## config.mk

```make
export PLATFORM = sky130hd
export DESIGN_NAME = multicycle_ctrl
export DESIGN_NICKNAME = d
export VERILOG_FILES = /design/src/rtl/multicycle_ctrl.sv
export SDC_FILE = /design/constraint.sdc
export NUM_CORES = 1
export LEC_CHECK = 0
export ABC_AREA = 1
export BUFFER_PORTS_ARGS = -buffer_cell sky130_fd_sc_hd__buf_2
export CORE_MARGIN = 5
export CORE_UTILIZATION = 41
export CTS_BUF_LIST = sky130_fd_sc_hd__clkbuf_8
export CTS_CLUSTER_SIZE = 14
export DETAILED_ROUTE_END_ITERATION = 8
export HOLD_SLACK_MARGIN = 0.08
export PLACE_DENSITY = 0.85
export SETUP_SLACK_MARGIN = 0.4
export SLEW_MARGIN = 40
export SYNTH_ARGS = -nofsm -noshare
export SYNTH_HDL_FRONTEND = slang
export SYNTH_SLANG_ARGS = --single-unit
```

## constraint.sdc

```tcl
create_clock -name clk -period 3.59 [get_ports clk]
set_input_delay 0.718 -clock clk [delete_from_list [all_inputs] [get_ports clk]]
set_output_delay 0.718 -clock clk [all_outputs]
set_load 0.005 [all_outputs]
```

## src/rtl/multicycle_ctrl.sv

```systemverilog
// Multicycle MIPS32 main controller: sequences fetch/decode/execute/memory/writeback.
// Optional macro MCCTRL_JUMP_EN builds the JUMP state and decodes opcode 000010.
module multicycle_ctrl (
    input  logic        clk,
    input  logic        rst_n,
    input  logic [31:0] instr,
    input  logic        zero,
    input  logic        mem_ready,
    output logic        mem_req,
    output logic        mem_we,
    output logic        iord,
    output logic        ir_we,
    output logic        pc_we,
    output logic [1:0]  pc_src,
    output logic        alu_src_a,
    output logic [1:0]  alu_src_b,
    output logic [2:0]  alu_ctrl,
    output logic        reg_we,
    output logic        reg_dst,
    output logic        mem_to_reg,
    output logic        instr_done,
    output logic        illegal
);

    localparam logic [5:0] OP_RTYPE = 6'b000000;
    localparam logic [5:0] OP_LW    = 6'b100011;
    localparam logic [5:0] OP_SW    = 6'b101011;
    localparam logic [5:0] OP_BEQ   = 6'b000100;
    localparam logic [5:0] OP_ADDI  = 6'b001000;
    localparam logic [5:0] OP_SLTI  = 6'b001010;
`ifdef MCCTRL_JUMP_EN
    localparam logic [5:0] OP_J     = 6'b000010;
`endif

    localparam logic [5:0] FN_ADD = 6'b100000;
    localparam logic [5:0] FN_SUB = 6'b100010;
    localparam logic [5:0] FN_AND = 6'b100100;
    localparam logic [5:0] FN_OR  = 6'b100101;
    localparam logic [5:0] FN_SLT = 6'b101010;

    localparam logic [2:0] ALU_ADD = 3'b010;
    localparam logic [2:0] ALU_SUB = 3'b110;
    localparam logic [2:0] ALU_AND = 3'b000;
    localparam logic [2:0] ALU_OR  = 3'b001;
    localparam logic [2:0] ALU_SLT = 3'b111;

    localparam logic [1:0] SRCB_RT     = 2'b00;
    localparam logic [1:0] SRCB_FOUR   = 2'b01;
    localparam logic [1:0] SRCB_IMM    = 2'b10;
    localparam logic [1:0] SRCB_IMMSH2 = 2'b11;

    localparam logic [1:0] PCSRC_ALU    = 2'b00;
    localparam logic [1:0] PCSRC_ALUOUT = 2'b01;
`ifdef MCCTRL_JUMP_EN
    localparam logic [1:0] PCSRC_JUMP   = 2'b10;
`endif

    typedef enum logic [3:0] {
        S_FETCH,
        S_DECODE,
        S_MEMADR,
        S_MEMRD,
        S_MEMWB,
        S_MEMWR,
        S_RTEXEC,
        S_RTWB,
        S_IEXEC,
        S_IWB,
`ifdef MCCTRL_JUMP_EN
        S_JUMP,
`endif
        S_BRANCH
    } state_t;

    state_t state;
    state_t state_next;

    logic [5:0] opcode;
    logic [5:0] funct;
    logic       funct_ok;
    logic [2:0] funct_alu;
    logic       instr_legal;
    logic       unused_instr_bits;

    assign opcode            = instr[31:26];
    assign funct             = instr[5:0];
    assign unused_instr_bits = ^instr[25:6];

    // R-type funct decode: ALU operation plus whether the funct is supported.
    always_comb begin
        funct_ok  = 1'b1;
        funct_alu = ALU_ADD;
        case (funct)
            FN_ADD:  funct_alu = ALU_ADD;
            FN_SUB:  funct_alu = ALU_SUB;
            FN_AND:  funct_alu = ALU_AND;
            FN_OR:   funct_alu = ALU_OR;
            FN_SLT:  funct_alu = ALU_SLT;
            default: funct_ok  = 1'b0;
        endcase
    end

    always_comb begin
        instr_legal = 1'b0;
        case (opcode)
            OP_RTYPE:                            instr_legal = funct_ok;
            OP_LW, OP_SW, OP_BEQ, OP_ADDI,
            OP_SLTI:                             instr_legal = 1'b1;
`ifdef MCCTRL_JUMP_EN
            OP_J:                                instr_legal = 1'b1;
`endif
            default:                             instr_legal = 1'b0;
        endcase
    end

    always_ff @(posedge clk or negedge rst_n) begin
        if (!rst_n) begin
            state <= S_FETCH;
        end else begin
            state <= state_next;
        end
    end

    always_comb begin
        state_next = state;
        case (state)
            S_FETCH: begin
                if (mem_ready) begin
                    state_next = S_DECODE;
                end
            end
            S_DECODE: begin
                state_next = S_FETCH;
                case (opcode)
                    OP_LW, OP_SW:    state_next = S_MEMADR;
                    OP_RTYPE:        state_next = funct_ok ? S_RTEXEC : S_FETCH;
                    OP_ADDI, OP_SLTI: state_next = S_IEXEC;
                    OP_BEQ:          state_next = S_BRANCH;
`ifdef MCCTRL_JUMP_EN
                    OP_J:            state_next = S_JUMP;
`endif
                    default:         state_next = S_FETCH;
                endcase
            end
            S_MEMADR: state_next = (opcode == OP_LW) ? S_MEMRD : S_MEMWR;
            S_MEMRD: begin
                if (mem_ready) begin
                    state_next = S_MEMWB;
                end
            end
            S_MEMWR: begin
                if (mem_ready) begin
                    state_next = S_FETCH;
                end
            end
            S_RTEXEC: state_next = S_RTWB;
            S_IEXEC:  state_next = S_IWB;
            default:  state_next = S_FETCH;
        endcase
    end

    // Outputs follow the state; reset blanks them immediately so an in-flight request drops.
    always_comb begin
        mem_req    = 1'b0;
        mem_we     = 1'b0;
        iord       = 1'b0;
        ir_we      = 1'b0;
        pc_we      = 1'b0;
        pc_src     = PCSRC_ALU;
        alu_src_a  = 1'b0;
        alu_src_b  = SRCB_RT;
        alu_ctrl   = ALU_AND;
        reg_we     = 1'b0;
        reg_dst    = 1'b0;
        mem_to_reg = 1'b0;
        instr_done = 1'b0;
        illegal    = 1'b0;
        if (rst_n) begin
            case (state)
                S_FETCH: begin
                    mem_req   = 1'b1;
                    alu_src_b = SRCB_FOUR;
                    alu_ctrl  = ALU_ADD;
                    ir_we     = mem_ready;
                    pc_we     = mem_ready;
                end
                S_DECODE: begin
                    alu_src_b  = SRCB_IMMSH2;
                    alu_ctrl   = ALU_ADD;
                    illegal    = ~instr_legal;
                    instr_done = ~instr_legal;
                end
                S_MEMADR: begin
                    alu_src_a = 1'b1;
                    alu_src_b = SRCB_IMM;
                    alu_ctrl  = ALU_ADD;
                end
                S_MEMRD: begin
                    mem_req = 1'b1;
                    iord    = 1'b1;
                end
                S_MEMWB: begin
                    reg_we     = 1'b1;
                    mem_to_reg = 1'b1;
                    instr_done = 1'b1;
                end
                S_MEMWR: begin
                    mem_req    = 1'b1;
                    mem_we     = 1'b1;
                    iord       = 1'b1;
                    instr_done = mem_ready;
                end
                S_RTEXEC: begin
                    alu_src_a = 1'b1;
                    alu_ctrl  = funct_alu;
                end
                S_RTWB: begin
                    reg_we     = 1'b1;
                    reg_dst    = 1'b1;
                    instr_done = 1'b1;
                end
                S_IEXEC: begin
                    alu_src_a = 1'b1;
                    alu_src_b = SRCB_IMM;
                    alu_ctrl  = (opcode == OP_SLTI) ? ALU_SLT : ALU_ADD;
                end
                S_IWB: begin
                    reg_we     = 1'b1;
                    instr_done = 1'b1;
                end
                S_BRANCH: begin
                    alu_src_a  = 1'b1;
                    alu_ctrl   = ALU_SUB;
                    pc_src     = PCSRC_ALUOUT;
                    pc_we      = zero;
                    instr_done = 1'b1;
                end
`ifdef MCCTRL_JUMP_EN
                S_JUMP: begin
                    pc_src     = PCSRC_JUMP;
                    pc_we      = 1'b1;
                    instr_done = 1'b1;
                end
`endif
                default: begin
                    mem_req = 1'b0;
                end
            endcase
        end
    end

endmodule

```

# Word-level counts from Yosys, hierarchy flattened
# Cells that the tools add are included.
# op_classes
reduce_logical	14
n_eq_ne	23
mux	39
n_bitwise	1
# ops
op	count
6-bit equality test (second input constant)	7
4-bit case mux with 7 select lines	1
3-bit case mux with 4 select lines	2
1-bit 2-to-1 mux	23
4-bit by 3-bit equality test with 1-bit output (second input constant)	4
4-bit case mux with 4 select lines	1
4-bit equality test (second input constant)	3
6-bit by 4-bit equality test with 1-bit output (second input constant)	2
3-bit 2-to-1 mux	4
4-bit 2-to-1 mux	3
5-bit OR reduction	2
3-bit OR reduction	3
4-bit by 2-bit equality test with 1-bit output (second input constant)	2
2-bit OR reduction	4
4-bit OR reduction	2
6-bit by 3-bit equality test with 1-bit output (second input constant)	1
6-bit logical NOT	1
2-bit != test (second input constant)	3
2-bit case mux with 3 select lines	1
4-bit by 1-bit equality test with 1-bit output (second input constant)	1
4-bit logical NOT	1
1-bit case mux with 2 select lines	2
1-bit case mux with 3 select lines	1
3-bit AND reduction	1
2 further kinds	2
# totals
output_inout_bits	18
regBits	4

# Longest topological paths before layout
# Gate-level depths: netlist of run 1.
# logic_depth
word_depth	7
ltp_mapped	8
ltp_nobuf	8

# Worst setup path after synthesis of run 1
# Ideal clock, no wire load.
# synth_path
path_type	input -> output
start	input instr[5]
end	output instr_done
cell_stages	7
arrival_ps	1355
path_buffers	0
setup_slack_ps	1517
required_time_ps	2872
path_cell_list	inv_1 nor2_1 nand3_1 nand3_1 nand2_1 nand3_1 a21oi_1
# synth_between
elab_chain_len	7
word_cells_on_any_way	11
cone_classes	eq/ne: 5; mux: 4; bitwise: 1; reduce/logical: 1
# synth_lines
element	line	source
from (decl)	6	input logic [31:0] instr,
6-bit equality test	93	case (funct)
5-bit OR reduction (no line) (*)	n/a	
1-bit 2-to-1 mux (*)	93	
1-bit case mux with 2 select lines (*)	105	case (opcode)
1-bit inverter (*)	191	instr_done = ~instr_legal;
1-bit case mux with 3 select lines (*)	179	case (state)
1-bit 2-to-1 mux (*)	178	if (rst_n) begin
to (decl)	21	output logic instr_done,
# Every way passes the cells marked *; elsewhere a longest branch is shown, timed or not.

# Worst setup path in the final report of run 1
# layout_path
start	input instr[4]
end	output instr_done
# Same word-level chain as after synthesis.

==> metrics.md, run 1 <==
| Metric | Value |
|---|---|
| Worst R2R Start | state[2] |
| Largest net degree at the start of global routing | 11 |
| Postcts setup bufs | 0 |
| Clk slew on worst S/H paths | 0.03 ns |
| Final clock skew | 0.00124 ns |
| Min Tclk post-route | 2.46 ns |
| Site row count | 14 |
| Core Footprint | 0.00149 mm2 |
| CP dominant cell by count | nand3_1 |
| Tot Pwr | 333 uW |
| Top delay family on crit path | simple AND/OR/NAND/NOR gates |
| Mean Syn Cell Area | 5.16 um2 |
| Maxcap violations | 0 |
| Post-DP HPWL | 1.53 mm |
| Max H-tree Level | 1 |
| Clk sinks | 4 |
| Core Util, Final | 57.3% |
| Worst EP required | 2.87 ns |
| DRT antenna net count | 0 |
| Crit Path Category | input port to output pin |
| Critical path buffers and inverters | 2 |
| Initial antenna violation count | 0 |
| Final period util | 68.4% |
| Area Overhead vs Synth | 33.5% |
| Final std cells w/o fill | 174 |
| Placed insts | 171 |
| Power Dens Cells | 390 mW/mm2 |
| Die Height | 49.5 um |
| Vias in the first global route | 781 |
| Final Hold Viols | 0 |
| Initial core utilization | 42.9% |
| Setup TNS Final | 0 ns |
| Cell taking the most area after synthesis | nor2_1 |
| R2r setup slk | 2.28 ns |
| Horiz. Die Dim | 49.5 um |
| Share of layout cells above drive strength 1 | 29.1% |
| CTS Hold Bufs | 0 |
| Hold_ws | 0.350 ns |
| Register-to-Register Path Depth | 5 |
| Lkg Pwr | 0.000583 uW |
| CTS resizes | 0 |
| Post-DR vias/cell | 5.03 |
| Top reg by flops | state |
| DR vias | 875 |
| Ranking of synthesized cells by area | nor2_1 16%, dfrtp_1 16%, nand3_1 14% |
| DR iter-0 viols | 26 |
| CTS tree | yes |
| Syn. warnings | 0 |
| Initial DRT Pass Iterations | 4 |
| Setup violators final | 0 |
| Seq cells post-synth | 4 |
| CTS Buf Count | 3 |
| PortBufs | 32 |
| Mapped Cells | 124 |
| Status | completed |
| Global-route wire length before repair | 3.13 mm |
| Type of origin of the critical path | input port |
| Clock buffer depth | 2 |
| Fill cell count | 148 |
| Max Freq | 407 MHz |
| Final #Nets | 196 |
| Biggest regs | state x4 |
| Gr ovfl total | 0 |
| Top-area cell type share of the netlist area | 16.4% |
| CTS root buf | clkbuf_8 |
| Ant. Diodes | 0 |
| RSZ-0062 raised after global routing | no |
| Post-synthesis sequential area ratio | 15.7% |
| Peak VDD IR | 0.331 mV |
| Crit path largest cell delay | 0.19 ns |
| Worst hold path class | input port to asynchronous set/reset pin |
| Element type at the critical path end | output pin |
| Syn nets | 160 |
| Die ar. | 0.00245 mm2 |
| CP Max Fanout | 4 |
| Cell variety after synth | 21 |
| GRT Total Usage | 15.4% |
| RR Endpoint | state[0] |
| Total routed wirelength | 1.78 mm |
| Worst-skew pair later-pin latency | 0.21 ns |
| Synth Cell Area | 639 um2 |
| DR DRC count | 0 |
| Max reg flops | 4 |
| DR WL/cell | 10.2 um |
| Ports | 54 |
| Arr. time, crit path | 1.74 ns |
| Final GP Congestion | 0.843 |
| Worst path slowest cell | nor2_1 |
| Cell Chain, Critical Path | buf_2, nor2_1, nand3_1, nand3_1, nand2_1, nand3_1, a21oi_1, buf_2 |
| Fin. max-slew vios | 0 |
==> placed cells by master, fill, tap and decap left out <==
| cell | count |
|---|---|
| inv_1 | 20 |
| conb_1 | 1 |
| nand3_1 | 18 |
| inv_2 | 3 |
| clkbuf_8 | 3 |
| nand2_2 | 2 |
| nand2_1 | 23 |
| o21ai_1 | 2 |
| nand3_2 | 2 |
| nor2_2 | 3 |
| clkinv_1 | 1 |
| and3_1 | 1 |
| nand4_1 | 2 |
| a31oi_1 | 2 |
| nand3b_1 | 1 |
| nor2_4 | 1 |
| nor3_1 | 1 |
| dfrtp_1 | 4 |
| buf_2 | 32 |
| o21ai_0 | 3 |
| nor2_1 | 28 |
| a21oi_1 | 5 |
==> per-layer routing <==
metal	wire length, um	global-route usage, %	share of wire, %	vias to the layer above
met3	80	2.41	4.5	2
met5	0	0	0	-
met1	739	18.2	42	392
met4	17	5.24	0.96	0
met2	939	27.7	53	21
li1	-	-	-	460
==> cells by family (layout without fill, tap and decap cells) <==
logic type / Yosys count / in the layout / share of synthesized area, %
AO/OA/AOI/OAI: 12 / 12 / 9.78
buffers and inverters: 25 / 59 / 15.3
flip-flops: 4 / 4 / 15.7
other: 1 / 1 / 0.587
AND/OR/NAND/NOR: 82 / 82 / 58.7
==> stage by stage <==
step	instance area (um2)	setup slack, ns
6_report	853	1.13
3_5_place_dp	812	1.16
5_1_grt	853	1.01
3_3_place_gp	812	1.20
2_1_floorplan	639	1.52
4_1_cts	853	1.16
==> Yosys cell counts (all sizes together) <==
| library cell | number |
|---|---|
| nand4 | 2 |
| dfrtp | 4 |
| o21ai | 5 |
| buf | 1 |
| nand2 | 25 |
| nor2 | 32 |
| a21oi | 5 |
| nand3b | 1 |
| a31oi | 2 |
| nor3 | 1 |
| clkinv | 1 |
| and3 | 1 |
| inv | 23 |
| conb | 1 |
| nand3 | 20 |
==> how the worst max path moves through the flow <==
| stage | startpoint | to | slack, ns | depth (start not counted) |
|---|---|---|---|---|
| 5_1_grt | instr[4] | instr_done | 1.01 | 8 |
| 4_1_cts | instr[4] | instr_done | 1.16 | 8 |
| 3_3_place_gp | instr[4] | instr_done | 1.20 | 8 |
| 6_report | instr[4] | instr_done | 1.13 | 8 |
| 2_1_floorplan | instr[5] | instr_done | 1.52 | 7 |
| 3_5_place_dp | instr[4] | instr_done | 1.16 | 8 |
==> final cells by class <==
class	count	area, um2	share of cell area, %
Clock buffer	3	41.3	4.84
Tap cell	16	20.0	2.35
Multi-Input combinational cell	95	442	51.8
Inverter	24	90.1	10.6
Timing Repair Buffer	32	160	18.8
Sequential cell	4	100	11.7
==> report_power, final <==
part | total [uW] | internal, uW | switching [uW]
logic | 169 | 63.7 | 105
registers | 72.0 | 54.6 | 17.4
clock network | 91.6 | 71.2 | 20.4
total | 333 | 189 | 143
Power figures use the tool's default switching activity.
==> inputs of run 2 (changes only) <==
--- a/config.mk
+++ b/config.mk
@@ -8,12 +8,12 @@
 export ABC_AREA = 1
 export BUFFER_PORTS_ARGS = -buffer_cell sky130_fd_sc_hd__buf_2
 export CORE_MARGIN = 5
-export CORE_UTILIZATION = 41
+export CORE_UTILIZATION = 39
 export CTS_BUF_LIST = sky130_fd_sc_hd__clkbuf_8
 export CTS_CLUSTER_SIZE = 14
 export DETAILED_ROUTE_END_ITERATION = 8
 export HOLD_SLACK_MARGIN = 0.08
-export PLACE_DENSITY = 0.85
+export PLACE_DENSITY = 0.81
 export SETUP_SLACK_MARGIN = 0.4
 export SLEW_MARGIN = 40
 export SYNTH_ARGS = -nofsm -noshare
==> constraint.sdc (replaced) <==
create_clock -name clk -period 2.39 [get_ports clk]
set_input_delay 0.478 -clock clk [delete_from_list [all_inputs] [get_ports clk]]
set_output_delay 0.478 -clock clk [all_outputs]
set_load 0.005 [all_outputs]
==> metrics.md, run 2 (same netlist as run 1, synthesis figures left out) <==
| Metric | Value |
|---|---|
| Site row count | 14 |
| PortBufs | 32 |
| Worst EP required | 1.91 ns |
| Final GP Congestion | 0.871 |
| Element type at the critical path end | output pin |
| Gr ovfl total | 0 |
| Vias in the first global route | 854 |
| Tot Pwr | 544 uW |
| CTS Buf Count | 3 |
| Max Freq | 518 MHz |
| Clk sinks | 4 |
| Total routed wirelength | 1.95 mm |
| Post-DP HPWL | 1.53 mm |
| Crit Path Category | flip-flop to output pin |
| Status | completed |
| Global-route wire length before repair | 3.22 mm |
| RR Endpoint | state[0] |
| DR vias | 898 |
| Worst R2R Start | state[2] |
| Biggest regs | state x4 |
| Lkg Pwr | 0.000591 uW |
| Die ar. | 0.00255 mm2 |
| Clk slew on worst S/H paths | 0.03 ns |
| Min Tclk post-route | 1.93 ns |
| Die Height | 50.5 um |
| Max reg flops | 4 |
| Sequential fraction of design power | 22.0% |
| DRT antenna net count | 0 |
| Max H-tree Level | 1 |
| DR DRC count | 0 |
| Switching Share | 44.1% |
| Top delay family on crit path | flip-flops |
| Pre-CTS WS | 0.451 ns |
| Cell-internal power | 304 uW |
| Psw | 240 uW |
| CTS root buf | clkbuf_8 |
| Fin. max-slew vios | 0 |
| Post-DR vias/cell | 5.10 |
| Final Hold Viols | 0 |
| Horiz. Die Dim | 50.5 um |
| Share of layout cells above drive strength 1 | 35.0% |
| Commonest non-fill, non-tap cell in the layout | buf_2 |
| Setup TNS Final | 0 ns |
| Final clock skew | 0.000950 ns |
| Comb power frac | 52.2% |
| Peak VDD IR | 0.310 mV |
| Clock power frac | 25.8% |
| Clock buffer depth | 2 |
| Critical path buffers and inverters | 2 |
| Largest net degree at the start of global routing | 11 |
| Setup violators final | 0 |
| Final #Nets | 198 |
| Cell Chain, Critical Path | inv_2, nor2_4, nand2_2, nor2_1, nand3_1, a21oi_1, buf_2 |
| Crit path largest cell delay | 0.46 ns |
| Initial antenna violation count | 0 |
| Type of origin of the critical path | flip-flop |
| DR WL/cell | 11.1 um |
| Top reg by flops | state |
| Arr. time, crit path | 1.45 ns |
| Worst-skew pair later-pin latency | 0.22 ns |
| CTS Hold Bufs | 0 |
| Register-to-Register Path Depth | 6 |
| Worst path slowest cell | dfrtp_2 |
| Ports | 54 |
| Maxcap violations | 0 |
| Core Footprint | 0.00152 mm2 |
| Initial DRT Pass Iterations | 4 |
| DR iter-0 viols | 14 |
| Area Overhead vs Synth | 41.5% |
| Final worst slack | 0.460 ns |
| RSZ-0062 raised after global routing | yes |
| Final period util | 80.8% |
| Worst hold path class | input port to asynchronous set/reset pin |
| Power Dens Cells | 601 mW/mm2 |
| R2r setup slk | 1.10 ns |
| Ant. Diodes | 0 |
| Initial core utilization | 42.0% |
| CTS tree | yes |
| Most frequent cells in the layout | 32 x buf_2, 25 x nor2_1, 22 x nand2_1, 19 x inv_1, 18 x nand3_1 |
| GRT Total Usage | 15.2% |
| CP Max Fanout | 6 |
## run 2: changes by cell type in the layout (fill, tap and decap cells not counted), moves of 2 or more
cell and change:
dfrtp_1 -2, nor2_4 +4, dfrtp_2 +2, buf_4 +2, nor2_1 -3
## run 2: stage by stage
step | std cells | utilization, % | cell area, um2 | hold slack, ns
5_1_grt | 176 | 59.4 | 905 | 0.117
2_1_floorplan | 124 | - | 639 | 0.182
3_3_place_gp | 171 | 53.3 | 812 | 0.330
4_1_cts | 174 | 56.3 | 858 | 0.108
6_report | 176 | 59.4 | 905 | 0.119
3_5_place_dp | 171 | 53.3 | 812 | 0.331
## run 2: cell type report
| type | instances | area [um2] |
|---|---|---|
| fillers | 150 | 619 |
| multi-input cells | 95 | 472 |
| repair buffers | 34 | 175 |
| flip-flops and latches | 4 | 103 |
| inverters | 24 | 93.8 |
| clock buffers | 3 | 41.3 |
| well taps | 16 | 20.0 |
## run 2: worst max-delay path by stage
stage              from     endpoint  slack, ns  depth (start not counted)
5_1_grt        state[0]    alu_src_a       0.33                          6
3_5_place_dp   instr[4]   instr_done       0.45                          8
4_1_cts        state[0]  alu_ctrl[0]       0.41                          6
3_3_place_gp   instr[4]   instr_done       0.49                          8
2_1_floorplan  instr[5]   instr_done       0.80                          7
6_report       state[0]   instr_done       0.46                          7
## run 2: timing repair
action | CTS | global route
buffers inserted | 0 | 2
cloned | 0 | 0
pin swaps | 0 | 3
setup endpoints to repair | 1 | 8
resized for setup | 1 | 11
## run 2: routing by layer
layer | vias up | part of all wire, % | global-route usage (%) | wire length (um)
met3 | 4 | 5.4 | 1.78 | 106
met4 | 0 | 0.98 | 8.09 | 19
met5 | - | 0 | 0 | 0
met1 | 401 | 43 | 16.9 | 829
li1 | 465 | - | - | -
met2 | 28 | 51 | 27.7 | 991
## run 2: power by group through the flow
| stage | sequential (uW) | combinational, uW | clock [uW] |
|---|---|---|---|
| finish | 120 | 284 | 140 |
| global route | 123 | 317 | 154 |
| CTS | 106 | 259 | 141 |
| detailed placement | 106 | 256 | 0 |
| global placement | 105 | 249 | 0 |
| floorplan | 101 | 172 | 0 |
